<file path="src/rtl/apb_master_arbiter_pkg.sv">
// Shared types and defaults for the APB master arbiter.
//   apb_state_e   : bus sequencing states (idle, setup, access)
//   DefaultAddrW  : default address width
//   DefaultDataW  : default data width
//   idx_w()       : width of an index into n items (at least 1 bit)
package apb_master_arbiter_pkg;

  typedef enum logic [1:0] {
    StIdle   = 2'd0,
    StSetup  = 2'd1,
    StAccess = 2'd2
  } apb_state_e;

  localparam int unsigned DefaultAddrW = 32;
  localparam int unsigned DefaultDataW = 32;

  function automatic int unsigned idx_w(input int unsigned n);
    return (n > 1) ? $clog2(n) : 1;
  endfunction

endpackage

</file>
<file path="src/rtl/apb_master_arbiter_rr_arbiter.sv">
// Combinational round-robin arbiter.
//   req   : N request lines
//   ptr   : highest-priority index for this decision
//   grant : one-hot winner, first set req scanning ptr, ptr+1, ... (mod N); zero if no req
module apb_master_arbiter_rr_arbiter
  import apb_master_arbiter_pkg::*;
#(
  parameter int unsigned N = 4
) (
  input  logic [N-1:0]          req,
  input  logic [idx_w(N)-1:0]   ptr,
  output logic [N-1:0]          grant
);

  localparam int unsigned PtrW = idx_w(N);
  localparam int unsigned SumW = PtrW + 1;

  logic            found;
  logic [SumW-1:0] pos;
  logic [PtrW-1:0] idx;

  always_comb begin
    grant = '0;
    found = 1'b0;
    pos   = '0;
    idx   = '0;
    for (int unsigned i = 0; i < N; i++) begin
      // ptr + i wrapped into 0..N-1 without a divider
      pos = {1'b0, ptr} + SumW'(i);
      if (pos >= SumW'(N)) begin
        pos = pos - SumW'(N);
      end
      idx = pos[PtrW-1:0];
      if (!found && req[idx]) begin
        grant[idx] = 1'b1;
        found      = 1'b1;
      end
    end
  end

endmodule

</file>
<file path="src/rtl/apb_master_arbiter.sv">
// APB master shared round-robin between NUM_REQ local requesters.
//   pclk, prst           : clock (rising edge), asynchronous active-high reset
//   req/req_write        : per-requester level request and direction (1 = write)
//   req_addr/req_wdata   : packed per-requester command, requester i at [i*W +: W]
//   gnt                  : one-hot pulse in the SETUP cycle of the captured command
//   done                 : one-hot pulse the cycle after a transfer ends
//   rsp_rdata/rsp_err    : response, valid with done (rsp_err = timed out)
//   psel/pen/pwrite/paddr/pwdata, i_pready/i_prdata : APB master port
module apb_master_arbiter
  import apb_master_arbiter_pkg::*;
#(
  parameter int unsigned NUM_REQ = 4,
  parameter int unsigned ADDR_W  = DefaultAddrW,
  parameter int unsigned DATA_W  = DefaultDataW,
  parameter int unsigned TIMEOUT = 16
) (
  input  logic                        pclk,
  input  logic                        prst,
  input  logic [NUM_REQ-1:0]          req,
  input  logic [NUM_REQ-1:0]          req_write,
  input  logic [NUM_REQ*ADDR_W-1:0]   req_addr,
  input  logic [NUM_REQ*DATA_W-1:0]   req_wdata,
  output logic [NUM_REQ-1:0]          gnt,
  output logic [NUM_REQ-1:0]          done,
  output logic [DATA_W-1:0]           rsp_rdata,
  output logic                        rsp_err,
  output logic                        psel,
  output logic                        pen,
  output logic                        pwrite,
  output logic [ADDR_W-1:0]           paddr,
  output logic [DATA_W-1:0]           pwdata,
  input  logic                        i_pready,
  input  logic [DATA_W-1:0]           i_prdata
);

  localparam int unsigned PtrW = idx_w(NUM_REQ);
  localparam int unsigned CntW = $clog2(TIMEOUT);
  localparam logic [CntW-1:0] CntLast = CntW'(TIMEOUT - 1);

  apb_state_e         state_q;
  logic [PtrW-1:0]    ptr_q;
  logic [NUM_REQ-1:0] cur_q;    // one-hot owner of the transfer in flight
  logic [CntW-1:0]    cnt_q;

  logic [NUM_REQ-1:0] excl;
  logic [NUM_REQ-1:0] arb_req;
  logic [NUM_REQ-1:0] arb_gnt;
  logic               any_win;
  logic               timed_out;
  logic               launch;
  logic               win_write;
  logic [ADDR_W-1:0]  win_addr;
  logic [DATA_W-1:0]  win_wdata;
  logic [PtrW-1:0]    win_next_ptr;

  // A requester still holds req while its transfer finishes and during its done
  // pulse; mask it so a served request is never granted twice.
  assign excl    = (state_q == StAccess) ? cur_q : done;
  assign arb_req = req & ~excl;

  apb_master_arbiter_rr_arbiter #(
    .N (NUM_REQ)
  ) u_rr_arbiter (
    .req   (arb_req),
    .ptr   (ptr_q),
    .grant (arb_gnt)
  );

  assign any_win   = |arb_gnt;
  assign timed_out = (cnt_q == CntLast);
  assign launch    = any_win &&
                     ((state_q == StIdle) || ((state_q == StAccess) && i_pready));

  always_comb begin
    win_write    = 1'b0;
    win_addr     = '0;
    win_wdata    = '0;
    win_next_ptr = '0;
    for (int unsigned i = 0; i < NUM_REQ; i++) begin
      if (arb_gnt[i]) begin
        win_write    = req_write[i];
        win_addr     = req_addr[i*ADDR_W +: ADDR_W];
        win_wdata    = req_wdata[i*DATA_W +: DATA_W];
        win_next_ptr = (i == NUM_REQ - 1) ? '0 : PtrW'(i + 1);
      end
    end
  end

  always_ff @(posedge pclk or posedge prst) begin
    if (prst) begin
      state_q   <= StIdle;
      ptr_q     <= '0;
      cur_q     <= '0;
      cnt_q     <= '0;
      gnt       <= '0;
      done      <= '0;
      rsp_rdata <= '0;
      rsp_err   <= 1'b0;
      psel      <= 1'b0;
      pen       <= 1'b0;
      pwrite    <= 1'b0;
      paddr     <= '0;
      pwdata    <= '0;
    end else begin
      gnt  <= '0;
      done <= '0;
      case (state_q)
        StIdle: begin
          psel <= 1'b0;
          pen  <= 1'b0;
        end
        StSetup: begin
          pen     <= 1'b1;
          state_q <= StAccess;
        end
        StAccess: begin
          if (i_pready || timed_out) begin
            done <= cur_q;
            if (i_pready) begin
              rsp_err <= 1'b0;
              if (!pwrite) begin
                rsp_rdata <= i_prdata;
              end
            end else begin
              rsp_err   <= 1'b1;
              rsp_rdata <= '0;
            end
            // Release the bus; overridden below when a back-to-back grant follows.
            state_q <= StIdle;
            psel    <= 1'b0;
            pen     <= 1'b0;
          end else begin
            cnt_q <= cnt_q + CntW'(1);
          end
        end
        default: begin
          state_q <= StIdle;
          psel    <= 1'b0;
          pen     <= 1'b0;
        end
      endcase

      if (launch) begin
        state_q <= StSetup;
        psel    <= 1'b1;
        pen     <= 1'b0;
        pwrite  <= win_write;
        paddr   <= win_addr;
        pwdata  <= win_wdata;
        gnt     <= arb_gnt;
        cur_q   <= arb_gnt;
        ptr_q   <= win_next_ptr;
        cnt_q   <= '0;
      end
    end
  end

endmodule
</file>
<file path="config.mk">
export PLATFORM = sky130hd
export DESIGN_NAME = apb_master_arbiter
export DESIGN_NICKNAME = d
export VERILOG_FILES = /design/src/rtl/apb_master_arbiter_pkg.sv /design/src/rtl/apb_master_arbiter_rr_arbiter.sv /design/src/rtl/apb_master_arbiter.sv
export SDC_FILE = /design/constraint.sdc
export NUM_CORES = 1
export LEC_CHECK = 0
export CAP_MARGIN = 20
export CORE_AREA = 5 5 154 156
export DETAILED_ROUTE_END_ITERATION = 16
export DIE_AREA = 0 0 159 161
export GPL_ROUTABILITY_DRIVEN = 0
export PLACE_DENSITY = 0.77
export RECOVER_POWER = 100
export SLEW_MARGIN = 20
export SYNTH_ARGS = -nofsm -noshare
export SYNTH_HDL_FRONTEND = slang
export SYNTH_HIERARCHICAL = 1
export SYNTH_SLANG_ARGS = --single-unit
export TNS_END_PERCENT = 1
</file>
<file path="constraint.sdc">
create_clock -name pclk -period 8.3 [get_ports pclk]
set_input_delay 2.49 -clock pclk [delete_from_list [all_inputs] [get_ports pclk]]
set_output_delay 2.49 -clock pclk [all_outputs]
set_load 0.05 [all_outputs]
</file>
**Word-level counts from Yosys, hierarchy flattened**

Index checks and enable logic that the tools add are counted.
Widths: inputs -> output; s select.

- Add/subtract/negate cells: 8
- $mul: 0
- Divide/modulo/power cells: 0
- $lt $le $gt $ge: 12
- Equality and inequality tests: 8
- Shifts and indexed selects: 0
- Multiplexer cells: 61
- Bitwise operators: 5
- Reduce and logical (&&, ||, !) cells: 22

Operator list:

| operator | number |
|---|---|
| $mux 32 | 10 |
| $mux 4 | 11 |
| $mux 1 | 20 |
| $mux 2 | 9 |
| $lt 2x3->1 const B | 4 |
| $or 4x4->4 | 3 |
| $ge 3x3->1 const B | 3 |
| $logic_and 1x1->1 | 9 |
| $bmux 1 s2 | 4 |
| $demux 1 s2 | 4 |
| $ge 2x1->1 const B | 4 |
| $ne 2x2->1 const B | 4 |
| $reduce_and 2->1 | 4 |
| $sub 2x1->2 const B | 4 |
| $add 2x2->3 const B | 2 |
| $pmux 2 s3 | 1 |
| $add 4x1->4 const B | 1 |
| $and 4x4->4 | 1 |
| $eq 4x4->1 const B | 1 |
| $not 4->4 | 1 |
| $pmux 1 s2 | 2 |
| $reduce_or 4->1 | 1 |
| $add 2x1->3 const B | 1 |
| $ge 2x3->1 const B | 1 |
| other kinds (8) | 11 |

- Flip-flop bits (word level): 120
- Bits in latches: 0
- Bits in writable memories: 0
- Bits in read-only memories: 0
- Input bits: 299
- Memories: 0

**Longest topological paths before layout**

Gate-level depths: netlist (run 1).

- Word-level depth: 20
- Gate-level depth with buffers: 14

**Cells and area by module**

Netlist (run 1), hierarchy kept.

By module, submodules not included:

| module | times used | cells each | area each (um^2) |
|---|---|---|---|
| apb_master_arbiter | 1 | 597 | 6,304.8 |
| apb_master_arbiter_rr_arbiter | 1 | 30 | 302.8 |

**Worst setup path before layout (run 1)**

Ideal clock, no wire load.

- Path kind: input port to flip-flop
- Start: input port req[3]
- End: register cur_q[2]
- Setup time: 125 ps
- Data arrival time: 4,774 ps
- Slack: 3,402 ps
- Stages: 9
- Buffers on the path: 1
- Cells stage by stage: and3_1 mux4_2 nand2_1 o21ai_0 a221o_1 buf_2 or4_4 nand3_2 mux2_2

- Longest elaborated chain between the ends: 15
- Elaborated cells on any way between the ends: 27

RTL lines:

| what | RTL line | source |
|---|---|---|
| start, declared | apb_master_arbiter.sv:19 | `input logic [NUM_REQ-1:0] req,` |
| $and 4x4->4 * | apb_master_arbiter.sv:59 | `assign arb_req = req & ~excl;` |
| $bmux 1 s2 | apb_master_arbiter_rr_arbiter.sv:34 | `if (!found && req[idx]) begin` |
| $mux 1 (not written as such) | apb_master_arbiter_rr_arbiter.sv:34 |  |
| $mux 1 | apb_master_arbiter_rr_arbiter.sv:34 |  |
| $logic_not 1->1 | apb_master_arbiter_rr_arbiter.sv:34 |  |
| $logic_and 1x1->1 | apb_master_arbiter_rr_arbiter.sv:34 |  |
| $mux 1 | apb_master_arbiter_rr_arbiter.sv:34 |  |
| $logic_not 1->1 | apb_master_arbiter_rr_arbiter.sv:34 |  |
| $logic_and 1x1->1 | apb_master_arbiter_rr_arbiter.sv:34 |  |
| $mux 1 | apb_master_arbiter_rr_arbiter.sv:34 |  |
| $logic_not 1->1 | apb_master_arbiter_rr_arbiter.sv:34 |  |
| $logic_and 1x1->1 | apb_master_arbiter_rr_arbiter.sv:34 |  |
| $mux 4 * | apb_master_arbiter_rr_arbiter.sv:34 |  |
| via arb_gnt[1] | apb_master_arbiter.sv:47 | `logic [NUM_REQ-1:0] arb_gnt;` |
| $reduce_or 4->1 * | apb_master_arbiter.sv:69 | `assign any_win = \|arb_gnt;` |
| $logic_and 1x1->1 * | apb_master_arbiter.sv:71 | `assign launch = any_win &&` |
| end signal, assigned | apb_master_arbiter.sv:151 | `cur_q <= arb_gnt;` |
| end, declared | apb_master_arbiter.sv:42 | `logic [NUM_REQ-1:0] cur_q;` |

The timed path passes the listed nets; every way through them passes the cells marked *. The select of a mux whose other input is x is not followed.
A chain may end at the register's enable or synchronous reset.

**Final worst setup path (run 1)**

- Start: input port req[0]
- End: register cnt_q[1]

- Longest elaborated chain between the ends: 17
- Elaborated cells on any way between the ends: 31

RTL lines:

| what | RTL line | source |
|---|---|---|
| $and 4x4->4 * | apb_master_arbiter.sv:59 |  |
| via arb_req[0] | apb_master_arbiter.sv:46 | `logic [NUM_REQ-1:0] arb_req;` |
| $bmux 1 s2 | apb_master_arbiter_rr_arbiter.sv:34 |  |
| $mux 1 (not written as such) | apb_master_arbiter_rr_arbiter.sv:34 |  |
| $mux 1 | apb_master_arbiter_rr_arbiter.sv:34 |  |
| $logic_not 1->1 | apb_master_arbiter_rr_arbiter.sv:34 |  |
| $logic_and 1x1->1 | apb_master_arbiter_rr_arbiter.sv:34 |  |
| $mux 1 | apb_master_arbiter_rr_arbiter.sv:34 |  |
| [... 3 more ...] | - |  |
| $logic_not 1->1 | apb_master_arbiter_rr_arbiter.sv:34 |  |
| $logic_and 1x1->1 | apb_master_arbiter_rr_arbiter.sv:34 |  |
| $mux 4 * | apb_master_arbiter_rr_arbiter.sv:34 |  |
| via arb_gnt[1] | apb_master_arbiter.sv:47 |  |
| $reduce_or 4->1 * | apb_master_arbiter.sv:69 |  |
| $logic_and 1x1->1 * | apb_master_arbiter.sv:71 |  |
| $ne 2x2->1 (no line) or $reduce_bool 2->1 (tied branches) | - |  |
| $reduce_and 2->1 (no line) | - |  |
| end signal, assigned | apb_master_arbiter.sv:133 | `cnt_q <= cnt_q + CntW'(1);` |
| end, declared | apb_master_arbiter.sv:43 | `logic [CntW-1:0] cnt_q;` |

Marks and branches as above.

==> metrics.md, run 1 <==
| Metric | Value |
|---|---|
| FP Rows | 55 |
| Post-synth top area share | 45.4% |
| Max IR drop VDD | about 0.00043 V |
| CTS Buf Count | 17 |
| CP startpoint | req[0] |
| RSZ-0062 raised after global routing | false |
| Slew HR | -67.9% |
| Commonest cells post-synth | o31ai_1, dfrtp_1, o22ai_1 |
| Synth warnings | 6 |
| Drt total wl | between 20000 and 30000 µm |
| Synth area leaders | dfrtp_1, o31ai_1, a221oi_1, a22o_1, o22ai_1 |
| Mapped Nets | 933 |
| Final hold viol count | 0 |
| H-tree depth | 4 |
| Slew @ Worst Pin | 2.50 ns |
| Fin Clk Skew | 0.0111 ns |
| Setup Viol. Count Final | 0 |
| Post-synthesis cell count | between 600 and 700 |
| First-pass GRT wire length | 45000 µm |
| Antenna violations before repair | 2 |
| Flop2flop setup slack | between 2 and 2.5 ns |
| Main synth FF type | dfrtp_1 |
| Max-capacitance violation count | 4 |
| Type of origin of the critical path | input port |
| PortBufs | 406 |
| Hold-fix buffers, CTS | 0 |
| Total number of vias | 7497 |
| Share of post-route cells with drive strength above 1 | between 6 and 7% |
| Critical R2R Capture | cnt_q[1] |
| Maximum fanout along the worst path | 66 |
| CORE AREA | 22200 µm² |
| Final setup TNS | 0 ns |
| Worst Setup EP | cnt_q[1] |
| PD cells | a little over 500 nW/µm² |
| Synth Cell Area | 6610 µm² |
| 1st-iter DRT viols | 465 |
| CTS sink cnt | 120 |
| Drt pass-1 iters | 5 |
| WP data required | 8.58 ns |
| Syn Area/Cell | around 11 µm² |
| Final ANT Viol Nets | 0 |
| EDFF count, synth | 0 |
| Total congestion overflow | 0 |
| Number of buffers inserted to repair setup after CTS | 0 |
| Failing checks | capacitance limit, slew limit |
| DIE WIDTH | 159 µm |
| Crit end category | register |
| Vias in the first global route | 7580 |
| Min cycle time layout | roughly 6.9 ns |
| Synth area leader | dfrtp_1 |
| FMAX | 145 MHz |
| Vias per inst | roughly 5.8 |
| Slew Limit Fails | 157 |
| CTS resizes | 0 |
| HP Class | reg2reg |
| Clk slew on worst S/H paths | 0.06 ns |
| RR Startpoint | state_q[0] |
| Count leader, synth | o31ai_1 |
| Detailed placement HPWL | between 20000 and 25000 µm |
| Die Area | 25600 µm² |
| DRC viols | 0 |
| Clock tree buffer depth | 2 |
| Io pins | 407 |
| Root buf cell | clkbuf_16 |
| Worst EP arrival | between 7 and 8 ns |
| Yosys reg bits | 120 |
| Worst Reg-to-Reg Cells | 12 |
| Pin count of the biggest net entering global routing | 75 |
| Tot GR Track Use | roughly 22% |
| Post-synth ARST share | 100% |
| Placed cells | 1253 |
| Routed len/inst | 22.8 µm |
| Post-synth cell types | 47 |
| Die Y | 161 µm |
| Non-filler cells, final | between 1k and 1.5k |
| Worst setup path class | in2reg |
| Starting Density | between 20% and 30% |
| Status | complete, but fails checks |
| Final nets | 1293 |
| Final period util | between 80 and 90% |
| Area growth, synth to finish | 72.7% |
| P_leak | approximately 4.6 nW |
| Clk_lat worst skew | 0.42 ns |
| CTS tree | done |
| Sequential share of the synthesized area | 45.4% |
[flip-flops by register name, indices dropped and copies added (netlist names)]
| register | cells |
|---|---|
| cnt_q | 4 |
| cur_q | 4 |
| done | 4 |
| gnt | 4 |
| paddr | 32 |
| pen | 1 |
| psel | 1 |
| ptr_q | 2 |
| pwdata | 32 |
| pwrite | 1 |
| rsp_err | 1 |
| rsp_rdata | 32 |
| state_q | 2 |
[layout by cell type, fill, tap and decap left out, types with 2 or more instances in the layout]
cell             instances
nand2b_1                 5
inv_6                    3
dlygate4sd3_1          110
clkbuf_1                 2
buf_4                   12
clkinv_4                 4
a221o_1                  4
a22o_1                  57
ha_1                     7
mux2i_1                  2
mux4_2                   3
nand2_1                 18
o21ai_0                  5
diode_2                  2
a21o_1                   4
inv_1                    9
nor3b_2                  2
nor3_1                   3
bufinv_16                3
dfrtp_1                119
clkbuf_16               17
clkdlybuf4s50_1        296
clkinvlp_4               2
inv_8                    2
nand3_1                  3
o31ai_1                129
and3_1                  11
nor2b_4                  2
a221oi_1                65
nor2_1                   5
o22ai_1                 68
[critical path, cell delays in order]
cell             delay (ns)
clkdlybuf4s50_1        0.42
and3_1                 0.19
mux4_2                 0.58
nor4b_1                0.64
a221o_1                1.27
buf_4                  0.56
nor4_1                 0.11
buf_4                  0.36
o32ai_1                0.39
o22ai_1                0.14
[worst min-delay path by stage]
stage          cells past startpoint     start        to  slack (ns)
2_1_floorplan                      1  cur_q[3]  cur_q[3]        0.46
3_3_place_gp                       1   rsp_err   rsp_err        0.46
3_5_place_dp                       1   rsp_err   rsp_err        0.47
4_1_cts                            1   rsp_err   rsp_err        0.48
5_1_grt                            1   rsp_err   rsp_err        0.50
6_report                           1   rsp_err   rsp_err        0.48
[through the flow]
step                      util, %  setup WS, ns  cell area (µm²)  hold WS, ns  total power [mW]
after global placement       48.7          1.89            10800        0.460              5.18
after floorplan                 -          2.62             6610        0.463              4.00
after global routing         51.3          1.03            11400        0.500              6.31
after detailed placement     48.7          1.80            10800        0.469              5.27
final                        51.3          1.41            11400        0.477              5.93
after CTS                    51.5          2.23            11400        0.482              6.07
[cells by family after synthesis]
| kind of cell | count (synthesis) | synth area share, % |
|---|---|---|
| adders and majority gates | 7 | 1.33 |
| AOI/OAI and AO/OA | 343 | 40.2 |
| muxes | 7 | 1.89 |
| buffers and inverters | 91 | 5.83 |
| and+or+nand+nor | 59 | 5.26 |
| DFF | 120 | 45.4 |
[where the power goes]
| part | switching (mW) | total (mW) | leakage, nW | internal (mW) |
|---|---|---|---|---|
| Sequential | 0.166 | 1.05 | 1.49 | 0.884 |
| Clock | 0.305 | 0.786 | 0.296 | 0.481 |
| Combinational | 2.71 | 4.09 | 2.85 | 1.38 |
| Total | 3.18 | 5.93 | 4.64 | 2.75 |
[layer usage]
metal	share of wire, %	global-route usage, %	routed length, µm	up-vias
met5	0	0	0	-
met4	1.7	5.97	508	0
met3	8.6	6.48	2510	35
met2	50	36.4	14500	377
met1	40	27.2	11800	3734
li1	-	-	-	3351
[area by class of cell]
type / count / area (µm²)
Timing Repair Buffer: 420 / 4160
Clock inverter: 14 / 189
Tap cell: 285 / 357
Multi-Input combinational cell: 416 / 3220
Inverter: 12 / 46.3
Sequential cell: 120 / 3000
Antenna cell: 2 / 5.00
Fill cell: 2010 / 10800
Clock buffer: 18 / 429
(Power assumes the default switching activity.)
==> run 2, diff against run 1 <==
--- a/config.mk
+++ b/config.mk
@@ -10,7 +10,7 @@
 export DETAILED_ROUTE_END_ITERATION = 16
 export DIE_AREA = 0 0 159 161
 export GPL_ROUTABILITY_DRIVEN = 0
-export PLACE_DENSITY = 0.77
+export PLACE_DENSITY = 0.8
 export RECOVER_POWER = 100
 export SLEW_MARGIN = 20
 export SYNTH_ARGS = -nofsm -noshare
==> constraint.sdc (replaced) <==
create_clock -name pclk -period 5.9 [get_ports pclk]
set_input_delay 1.77 -clock pclk [delete_from_list [all_inputs] [get_ports pclk]]
set_output_delay 1.77 -clock pclk [all_outputs]
set_load 0.05 [all_outputs]
==> run 2 against run 1 <==
The run still ends with capacitance limit, slew limit left. Via count fell by 0.17%. Flip-flop and latch count unchanged. Critical path depth rose by 1. Sequential power is 41% higher. Design area increased by 0.54%. Critical endpoint is now cnt_q[0]. Largest power group unchanged.
==> metrics.md, run 2 (synthesis gave the netlist of run 1 again) <==
| Metric | Value |
|---|---|
| Status | complete, but fails checks |
| Failing checks | capacitance limit, slew limit |
| Hold Crit Endpoint | rsp_rdata[27] |
| First-pass GRT wire length | between 40000 and 50000 µm |
| P_leak | between 4 and 5 nW |
| RSZ-0062 raised after global routing | false |
| Clock tree buffer depth | 2 |
| Drt total wl | just under 30000 µm |
| # fillers | between 2k and 2.5k |
| 1st-iter DRT viols | 573 |
| Fin Clk Skew | approximately 0.013 ns |
| Vias in the first global route | about 7.7k |
| Area used by multi-input combinational logic | 3220 µm² |
| Share of post-route cells with drive strength above 1 | under 10% |
| Final nets | 1298 |
| Antenna diodes | 0 |
| Die Area | 25600 µm² |
| Startpoint of the worst hold path | rsp_rdata[27] |
| Total congestion overflow | 0 |
| Slew HR | -7.01% |
| Final ANT Viol Nets | 0 |
| CTS resizes | 0 |
| Critical R2R Capture | cnt_q[0] |
| Final setup TNS | 0 ns |
| Hold path depth | 1 |
| Vias per inst | 5.80 |
| Max IR drop VDD | 0.000397 V |
| Total number of vias | 7484 |
| Die Y | 161 µm |
| Clk slew on worst S/H paths | 0.05 ns |
| FMAX | 192 MHz |
| Slew @ Worst Pin | 1.60 ns |
| Starting Density | 29.7% |
| DRC viols | 0 |
| Finished Core Util | 51.6% |
| Most frequent cells in the layout | clkdlybuf4s50_1, o31ai_1, dfrtp_1, dlygate4sd3_1, o22ai_1 |
| Hold-fix buffers, CTS | 0 |
| Final period util | 88.2% |
| HP Class | reg2reg |
| CORE AREA | about 22000 µm² |
| Number of buffers inserted to repair setup after CTS | 0 |
| Flop2flop setup slack | 1.15 ns |
| Most common cell after layout, fill and taps aside | clkdlybuf4s50_1 |
| Root buf cell | clkbuf_16 |
| Crit end category | register |
| Setup Viol. Count Final | 0 |
| RR Startpoint | state_q[0] |
| Area growth, synth to finish | 73.6% |
| Antenna violations before repair | 0 |
| Finished Cell Area | approximately 11000 µm² |
| Worst Reg-to-Reg Cells | 13 |
| WP data required | ~6.2 ns |
| Pin count of the biggest net entering global routing | 121 |
| Total power | 8.41 mW |
| Worst EP arrival | about 5.5 ns |
| PortBufs | around 410 |
| DIE WIDTH | around 160 µm |
| Placed inst area | 10900 µm² |
| FF+latch area | 3000 µm² |
| Detailed placement HPWL | about 21000 µm |
| CTS Buf Count | 17 |
| Tot GR Track Use | 21.6% |
| Drt pass-1 iters | 5 |
| FP Rows | 55 |
| Clk_lat worst skew | ~0.41 ns |
| Type of origin of the critical path | input port |
| Io pins | 407 |
| Top flop regs | paddr: 32 flops, pwdata: 32 flops, rsp_rdata: 32 flops |
| Slew Limit Fails | 69 |
| Min cycle time layout | 5.20 ns |
| CTS sink cnt | 120 |
| PD cells | 733 nW/µm² |
| Routed len/inst | 22.6 µm |
| Final hold viol count | 0 |
| Worst setup path class | in2reg |
| Max-capacitance violation count | 2 |
| H-tree depth | 4 |
| Maximum fanout along the worst path | 34 |
| CTS tree | done |
run 2: cell count changes in the layout (fill, tap and decap cells not counted), sizes merged:
cell,change
clkinvlp,-1
inv,-4
clkbuf,+6
dlygate4sd3,+1
clkdlybuf4s50,-1
buf,+2
bufinv,+1
diode,-2
clkinv,+1
run 2: layout make-up:
class / instances / share of cell area, %
Timing Repair Buffer: 425 / 36.8
Multi-Input combinational cell: 416 / 28.1
Sequential cell: 120 / 26.2
Clock buffer: 21 / 4.01
Tap cell: 285 / 3.11
Clock inverter: 11 / 1.47
Inverter: 12 / 0.404
run 2: worst max-delay path by stage:
stage           start       end  slack, ns  cells after the start
2_1_floorplan    prst  cnt_q[0]       0.94                      1
3_5_place_dp   req[1]  paddr[4]       0.74                      9
4_1_cts        req[1]  paddr[4]       1.15                      9
6_report       req[1]  cnt_q[0]       0.70                     11
5_1_grt        req[1]  paddr[4]       0.52                      9
3_3_place_gp   req[1]  paddr[3]       0.86                      9
run 2: critical path, cell delays in order:
cell           delay (ns)
dlygate4sd3_1        0.54
and3_1               0.20
mux4_2               0.61
nand2_1              0.11
o21ai_0              0.09
a221o_2              0.33
buf_4                0.26
nor4_1               0.44
clkbuf_2             0.73
o32ai_1              0.21
mux2i_1              0.22
run 2: metrics by stage:
| stage | std cells | hold WS [ns] | worst slack, ns |
|---|---|---|---|
| after detailed placement | 1258 | 0.484 | 0.737 |
| after global placement | 1258 | 0.464 | 0.862 |
| after global routing | 1290 | 0.521 | 0.518 |
| final | 1290 | 0.492 | 0.697 |
| after floorplan | 627 | 0.463 | 0.944 |
| after CTS | 1290 | 0.501 | 1.15 |
run 2: metal layers:
metal  global-route usage, %  share of wire (%)  vias to the layer above
li1                        -                  -                     3367
met5                       0                  0                        -
met3                    6.35                8.5                       40
met4                    6.24                1.9                        0
met1                    26.0                 39                     3685
met2                    37.5                 51                      392
run 2: report_power, final:
group	internal [mW]	total (mW)	switching, mW
combinational	2.00	5.80	3.80
sequential	1.24	1.48	0.239
clock	0.730	1.13	0.397
==> run 3, diff against run 2 <==
--- a/config.mk
+++ b/config.mk
@@ -9,7 +9,6 @@
 export CORE_AREA = 5 5 154 156
 export DETAILED_ROUTE_END_ITERATION = 16
 export DIE_AREA = 0 0 159 161
-export GPL_ROUTABILITY_DRIVEN = 0
 export PLACE_DENSITY = 0.8
 export RECOVER_POWER = 100
 export SLEW_MARGIN = 20
==> results of run 3 <==
The final DEF is identical to that of run 2; final timing and power are the same.
